<file path="config.mk">
export PLATFORM = sky130hd
export DESIGN_NAME = booth_r4_acc_ctrl
export DESIGN_NICKNAME = d
export VERILOG_FILES = /design/src/rtl/booth_r4_acc_ctrl.sv
export SDC_FILE = /design/constraint.sdc
export NUM_CORES = 1
export LEC_CHECK = 0
export BUFFER_PORTS_ARGS = -buffer_cell sky130_fd_sc_hd__buf_2
export CAP_MARGIN = 5
export CORE_MARGIN = 10
export CORE_UTILIZATION = 35
export DETAILED_ROUTE_END_ITERATION = 12
export PLACE_DENSITY = 0.5
export SLEW_MARGIN = 25
export SYNTH_ARGS = -nofsm -noshare
export SYNTH_HDL_FRONTEND = slang
export SYNTH_SLANG_ARGS = --single-unit
</file>
<file path="constraint.sdc">
create_clock -name clk -period 4.3 [get_ports clk]
set_clock_uncertainty 0.1 [all_clocks]
set_input_delay 1.29 -clock clk [delete_from_list [all_inputs] [get_ports clk]]
set_output_delay 1.29 -clock clk [all_outputs]
set_load 0.02 [all_outputs]
</file>
<file path="src/rtl/booth_r4_acc_ctrl.sv">
// Radix-4 Booth control and high-half accumulator beside an external 2-bit-per-shift multiplier register.
// Optional BOOTH_SKIP_ZERO_EN folds zero-digit iterations into a single cycle.
module booth_r4_acc_ctrl #(
    parameter int WIDTH = 8
) (
    input  logic             clk,
    input  logic             rst_n,
    input  logic             start_i,
    input  logic             abort_i,
    input  logic [WIDTH-1:0] mcand_i,
    input  logic [1:0]       q_lo_i,
    output logic             sr_clr_o,
    output logic             sr_ld_o,
    output logic             sr_shift_o,
    output logic [1:0]       sr_shift_in_o,
    output logic [WIDTH-1:0] prod_hi_o,
    output logic             busy_o,
    output logic             done_o
);

    localparam int AW   = WIDTH + 2;
    localparam int ITER = WIDTH / 2;
    localparam int CW   = $clog2(ITER + 1);

    typedef enum logic [2:0] {
        S_IDLE  = 3'd0,
        S_LOAD  = 3'd1,
        S_ADD   = 3'd2,
        S_SHIFT = 3'd3,
        S_DONE  = 3'd4
    } state_e;

    state_e                state_q, state_d;
    logic signed [AW-1:0]  a_q, a_d;
    logic signed [AW-1:0]  m_q, m_d;
    logic                  qm1_q, qm1_d;
    logic [CW-1:0]         cnt_q, cnt_d;
    logic                  clr_q, clr_d;

    logic [2:0]            digit_s;
    logic [AW-1:0]         addend_s;
    logic [AW-1:0]         sum_s;
    logic                  last_s;

    // Booth digit times M, kept modulo 2^AW; the two guard bits make -2M of the most negative operand fit.
    function automatic logic [AW-1:0] booth_addend(input logic [2:0] dig, input logic [AW-1:0] m);
        logic [AW-1:0] m2;
        m2 = {m[AW-2:0], 1'b0};
        case (dig)
            3'b001, 3'b010: booth_addend = m;
            3'b011:         booth_addend = m2;
            3'b100:         booth_addend = ~m2 + AW'(1);
            3'b101, 3'b110: booth_addend = ~m + AW'(1);
            default:        booth_addend = '0;
        endcase
    endfunction

    assign digit_s  = {q_lo_i, qm1_q};
    assign addend_s = booth_addend(digit_s, m_q);
    assign sum_s    = a_q + addend_s;
    assign last_s   = (cnt_q == CW'(ITER - 1));

`ifdef BOOTH_SKIP_ZERO_EN
    logic zero_digit_s;
    assign zero_digit_s = (digit_s == 3'b000) || (digit_s == 3'b111);
`endif

    // Next-state and datapath update; abort overrides every state including a start in IDLE.
    always_comb begin
        state_d = state_q;
        a_d     = a_q;
        m_d     = m_q;
        qm1_d   = qm1_q;
        cnt_d   = cnt_q;
        clr_d   = 1'b0;
        if (abort_i) begin
            state_d = S_IDLE;
            a_d     = '0;
            clr_d   = 1'b1;
        end else begin
            case (state_q)
                S_IDLE: begin
                    if (start_i) begin
                        m_d     = {{2{mcand_i[WIDTH-1]}}, mcand_i};
                        state_d = S_LOAD;
                    end else begin
                        state_d = S_IDLE;
                    end
                end
                S_LOAD: begin
                    a_d     = '0;
                    qm1_d   = 1'b0;
                    cnt_d   = '0;
                    state_d = S_ADD;
                end
                S_ADD: begin
`ifdef BOOTH_SKIP_ZERO_EN
                    if (zero_digit_s) begin
                        a_d     = a_q >>> 2;
                        qm1_d   = q_lo_i[1];
                        cnt_d   = cnt_q + CW'(1);
                        state_d = last_s ? S_DONE : S_ADD;
                    end else begin
                        a_d     = sum_s;
                        state_d = S_SHIFT;
                    end
`else
                    a_d     = sum_s;
                    state_d = S_SHIFT;
`endif
                end
                S_SHIFT: begin
                    a_d     = a_q >>> 2;
                    qm1_d   = q_lo_i[1];
                    cnt_d   = cnt_q + CW'(1);
                    state_d = last_s ? S_DONE : S_ADD;
                end
                S_DONE: begin
                    state_d = S_IDLE;
                end
                default: begin
                    state_d = S_IDLE;
                end
            endcase
        end
    end

    // State and datapath registers.
    always_ff @(posedge clk or negedge rst_n) begin
        if (!rst_n) begin
            state_q <= S_IDLE;
            a_q     <= '0;
            m_q     <= '0;
            qm1_q   <= 1'b0;
            cnt_q   <= '0;
            clr_q   <= 1'b0;
        end else begin
            state_q <= state_d;
            a_q     <= a_d;
            m_q     <= m_d;
            qm1_q   <= qm1_d;
            cnt_q   <= cnt_d;
            clr_q   <= clr_d;
        end
    end

    // The clear pulse only ever lands in IDLE, which keeps it exclusive of load and shift.
    assign sr_clr_o      = clr_q;
    assign sr_ld_o       = (state_q == S_LOAD);
`ifdef BOOTH_SKIP_ZERO_EN
    assign sr_shift_o    = (state_q == S_SHIFT) || ((state_q == S_ADD) && zero_digit_s);
`else
    assign sr_shift_o    = (state_q == S_SHIFT);
`endif
    assign sr_shift_in_o = a_q[1:0];
    assign prod_hi_o     = a_q[WIDTH-1:0];
    assign busy_o        = (state_q != S_IDLE);
    assign done_o        = (state_q == S_DONE);

endmodule
</file>
# Yosys cells after proc, flatten, opt, wreduce, memory -nomap -nowiden
# Index checks and enable logic that the tools add are counted.
# classes
div_mod_pow	0
n_mul	0
shifts	0
mux	10
addsub	4
bitwise_logic	3
n_eq_ne	12
n_lt_le_gt_ge	0
reduce_logical	10
# op_table
cell	count
case mux 10 bit (4 select lines)	1
case mux 10 bit (3 select lines)	1
adder 10 x 1 -> 10 bit (second input constant)	2
NOT 10 bit	2
== test 3 x 2 -> 1 bit (second input constant)	5
== test 3 bit (second input constant)	4
case mux 3 bit (4 select lines)	1
adder 10 bit	1
2-to-1 mux 10 bit	1
== test 3 x 1 -> 1 bit (second input constant)	2
2-to-1 mux 3 bit	2
case mux 3 bit (2 select lines)	1
nonzero test 3 bit	2
AND reduction 2 bit	2
nonzero test 4 bit	1
OR reduction 2 bit	2
adder 3 x 1 -> 3 bit (second input constant)	1
logical NOT 3 bit	1
AND reduction 3 bit	1
2-to-1 mux 1 bit	2
inequality test 2 bit (second input constant)	1
case mux 1 bit (2 select lines)	1
nonzero test 2 bit	1
NOT 1 bit	1
# word_totals
ramBits	0
latch_bits	0
ff_bits	26
rom_bits	0
word_cells	46
mem_count	0

# Logic depth before layout (Yosys ltp)
# depth
ltp_word	6
mapped_depth	15
mapped_depth_nobuf	15

# Worst setup path after synthesis
# Ideal clock, no wire load.
# synth_timing
path_type	input to register
from	in q_lo_i[0]
to	reg a_q[9]
stages	13
path_buffers	1
arrival_time_ns	3.647
t_required_ns	4.120
setup_slack_ns	0.473
setup_ns	0.080
cell_sequence	clkbuf_1 > nand2_1 > nor2_1 > o21ai_0 > o21a_1 > inv_1 > ha_1 > a211oi_1 > o21ai_0 > a21o_1 > and3_2 > or4_4 > o211ai_2
# synth_via
elab_chain_len	6
# synth_rtl
element	line	text
from (decl)	11	input logic [1:0] q_lo_i,
== test 3 bit (tied with other cells)	49	case (dig)
OR reduction 2 bit	49	
case mux 10 bit (4 select lines) *	49	
adder 10 bit *	60	assign sum_s = a_q + addend_s;
case mux 10 bit (3 select lines) *	81	case (state_q)
2-to-1 mux 10 bit *	76	if (abort_i) begin
to (signal assigned)	132	a_q <= '0;
to (signal assigned)	139	a_q <= a_d;
to (decl)	34	logic signed [AW-1:0] a_q, a_d;
# Mark *: on every way between the ends. The rest lies on a longest branch, timed or not.
# A chain may end at the register's enable or synchronous reset.

# Worst setup path after layout
# Same ends and word-level chain as after synthesis.

==> flow_summary_export.csv <==
group,metric,value,unit
placed_design,gp_congestion,0.864,
yosys,yosysWarnings,0,
critical_path,crit_path_top_delay_cell,"or4_4",
clock_network,clkTransAtPathRegs,0.10,ns
die,dieArea,9850,um2
hold_path,min_path_type,"reg2reg",
yosys,yosysSeqAreaShare,0.296,
clock_network,cts_sinks,26,
yosys,async_flop_share,1.00,
sta,setup_tns,0,ns
die,boundaryPins,29,
clock_network,post_cts_buffers,0,
sta,min_period_over_period,0.901,
die,die_h,99.2,um
critical_path,crit_path_max_incr_delay,0.47,ns
critical_path,cp.arrival,3.98,ns
global_route,grt_max_degree,27,
hold_path,min_delay_path_depth,2,
route,drt_iter0_markers,74,
clock_network,htree_levels,1,
route,final_antenna_net_count,0,
global_route,use_met3,0.0298,
finish,synthToLayoutAreaGrowth,6.89,%
yosys,synth-edff-count,0,
sta,final-setup-viol-count,0,
finish,post-route-util,0.392,
sta,finalMaxSlewViolations,0,
job,cap_violations,0,
sta,layout_min_cycle_time,3.87,ns
die,initial_core_util,0.367,
critical_path,reg2reg_depth,15,
run_status,status,"completed",
route,post_drt_wl_per_cell,14.9,um
sta,max_freq,0.258,GHz
critical_path,critPathKind,"in2reg",
global_route,grt_busiest_layer,"met2",
placed_design,dp_hpwl,4000,um
die,coreArea,5990,um2
critical_path,required,4.40,ns
route,drt_first_pass_iters,4,
yosys,synthesis.nets,289,
pwr,p_leak,1.09,nW
clock_network,cts_buffers,3,
placed_design,port_buffers,28,
clock_network,holdBufCountCts,0,
pwr,report.power.total,0.816,mW
global_route,grt_use_met2,0.170,
critical_path,cp-end-kind,"flop",
finish,fillers,609,
global_route,grt_pass1_wl,8850,um
route,routed_wl,5120,um
yosys,postSynthRegisterBits,26,
clock_network,clockBufferDepth,2,
global_route,grt_usage,0.107,
finish,diodes,0,
clock_network,cts_root_buffer,"clkbuf_8",
global_route,overflow,0,
yosys,ys.flop_type,"dfrtp_1",
route,viasPerCell,5.19,
sta,hold_viol_final,0,
yosys,synth_area_per_cell,8.39,um2
yosys,synth_cell_types,54,
yosys,synth_area,2200,um2
sta,relSlewSlack,0.591,
clock_network,clk_latency,0.28,ns
die,die_w,99.2,um
sta,tightest_slew,0.613,ns
sta,rsz0062_at_grt,"false",
critical_path,critPathLaunchType,"input port",
sta,holdWs,0.388,ns
clock_network,post_cts_resized,0,
yosys,synthCells,262,
pwr,power.density,347,nW/um2
critical_path,critPathMaxFanout,12,
finish,layout.nets,298,
critical_path,path_cells,"buf_2 -> nor2_2 -> nand2_1 -> inv_1 -> o21ai_0 -> o21a_1 -> inv_1 -> ha_1 -> a211oi_1 -> o21ai_0 -> a21o_1 -> and3_2 -> or4_4 -> o211ai_2",
route,num_vias,1791,
global_route,grtUsageMet1,0.141,
finish,layout-drive-gt1-share,0.196,
die,rows,28,
clock_network,cts_tree,"done",
global_route,grt_antenna_before_repair,0,
pwr,ir_drop,171,uV
route,drc,0,
global_route,first_global_vias,1742,
through the flow:
stage,instances,cell area [um2],setup WS (ns)
floorplan,262,2200,0.473
finish,345,2350,0.425
global placement,341,2290,0.225
CTS,345,2350,0.436
detailed placement,341,2290,0.148
global route,345,2350,0.227
state kept, by name, summed over array words and instances (netlist names):
signal    count
m_q           8
qm1_q         1
sr_clr_o      1
state_q       3
a_q          10
cnt_q         3
cell usage in the layout, fill, tap and decap left out, drive strengths merged, types with 2 or more instances in the layout:
| cell type | n |
|---|---|
| ha | 12 |
| nor2b | 7 |
| mux2 | 9 |
| xnor2 | 8 |
| inv | 12 |
| o22ai | 3 |
| xor2 | 5 |
| dfrtp | 26 |
| o211ai | 3 |
| or3b | 2 |
| a211oi | 2 |
| or4 | 2 |
| a22o | 4 |
| nor3b | 5 |
| a22oi | 9 |
| a21o | 5 |
| and2 | 4 |
| nor2 | 23 |
| buf | 29 |
| o21ai | 22 |
| nand2 | 25 |
| a221oi | 3 |
| o21a | 4 |
| nand3 | 2 |
| nor3 | 6 |
| clkbuf | 4 |
| nand2b | 7 |
| or3 | 3 |
| and3 | 3 |
| a21oi | 9 |
cells by family (layout without fill, tap and decap cells):
kind of cell             Yosys count  in the layout  share of synthesized area
AO/OA/AOI/OAI                     72             72                      0.221
XOR/XNOR                          13             13                     0.0518
adder cells (fa/ha/maj)           13             13                     0.0774
buffers and inverters             37             45                     0.0866
flip-flops                        26             26                      0.296
multiplexers                      10             10                     0.0507
AND/OR/NAND/NOR                   91             91                      0.216
worst paths after layout:
path	start	endpoint	slack (ns)
setup / recovery	q_lo_i[0]	a_q[9]	0.43
hold / removal	cnt_q[2]	cnt_q[2]	0.39
setup reg to reg	m_q[0]	a_q[9]	0.53
hold reg to reg	cnt_q[2]	cnt_q[2]	0.39
max in group asynchronous	rst_n	a_q[9]	2.79
min in group asynchronous	rst_n	cnt_q[2]	0.92
worst max-delay path, delay by kind of cell:
kind | cells | cell delay (ns)
AOI/OAI and AO/OA | 6 | 1.13
and+or+nand+nor | 4 | 0.93
buffers and inverters | 3 | 0.33
adders and majority gates | 1 | 0.28
power breakdown:
| group | switching [mW] | internal [mW] |
|---|---|---|
| logic | 0.173 | 0.152 |
| registers | 0.0536 | 0.274 |
| clock network | 0.0822 | 0.0820 |
| total | 0.308 | 0.507 |
metal layers:
metal  up-vias  routed length, um
met5         -                  0
met3         2                284
li1        931                  -
met2        36               2280
met1       822               2530
met4         0                 29
synthesized netlist by cell type (all sizes together), types with 4 or more instances:
library cell	n	area (um2)
a21o	5	37.5
a21oi	9	48.8
a22o	4	35.0
a22oi	9	67.6
and2	4	25.0
buf	15	108
clkbuf	10	37.5
dfrtp	26	651
ha	12	150
inv	12	45.0
mux2	9	101
nand2	25	93.8
nand2b	7	43.8
nor2	23	88.8
nor2b	7	46.3
nor3	6	35.0
nor3b	5	42.5
o21a	4	30.0
o21ai	22	110
xnor2	8	70.1
xor2	5	43.8
area by class of cell:
type,instances,area [um2],share of cell area
well taps,75,93.8,0.0400
multi-input cells,199,1360,0.578
inverters,12,45.0,0.0192
repair buffers,29,148,0.0629
flip-flops and latches,26,651,0.277
clock buffers,4,55.1,0.0234
(Power assumes the default switching activity.)
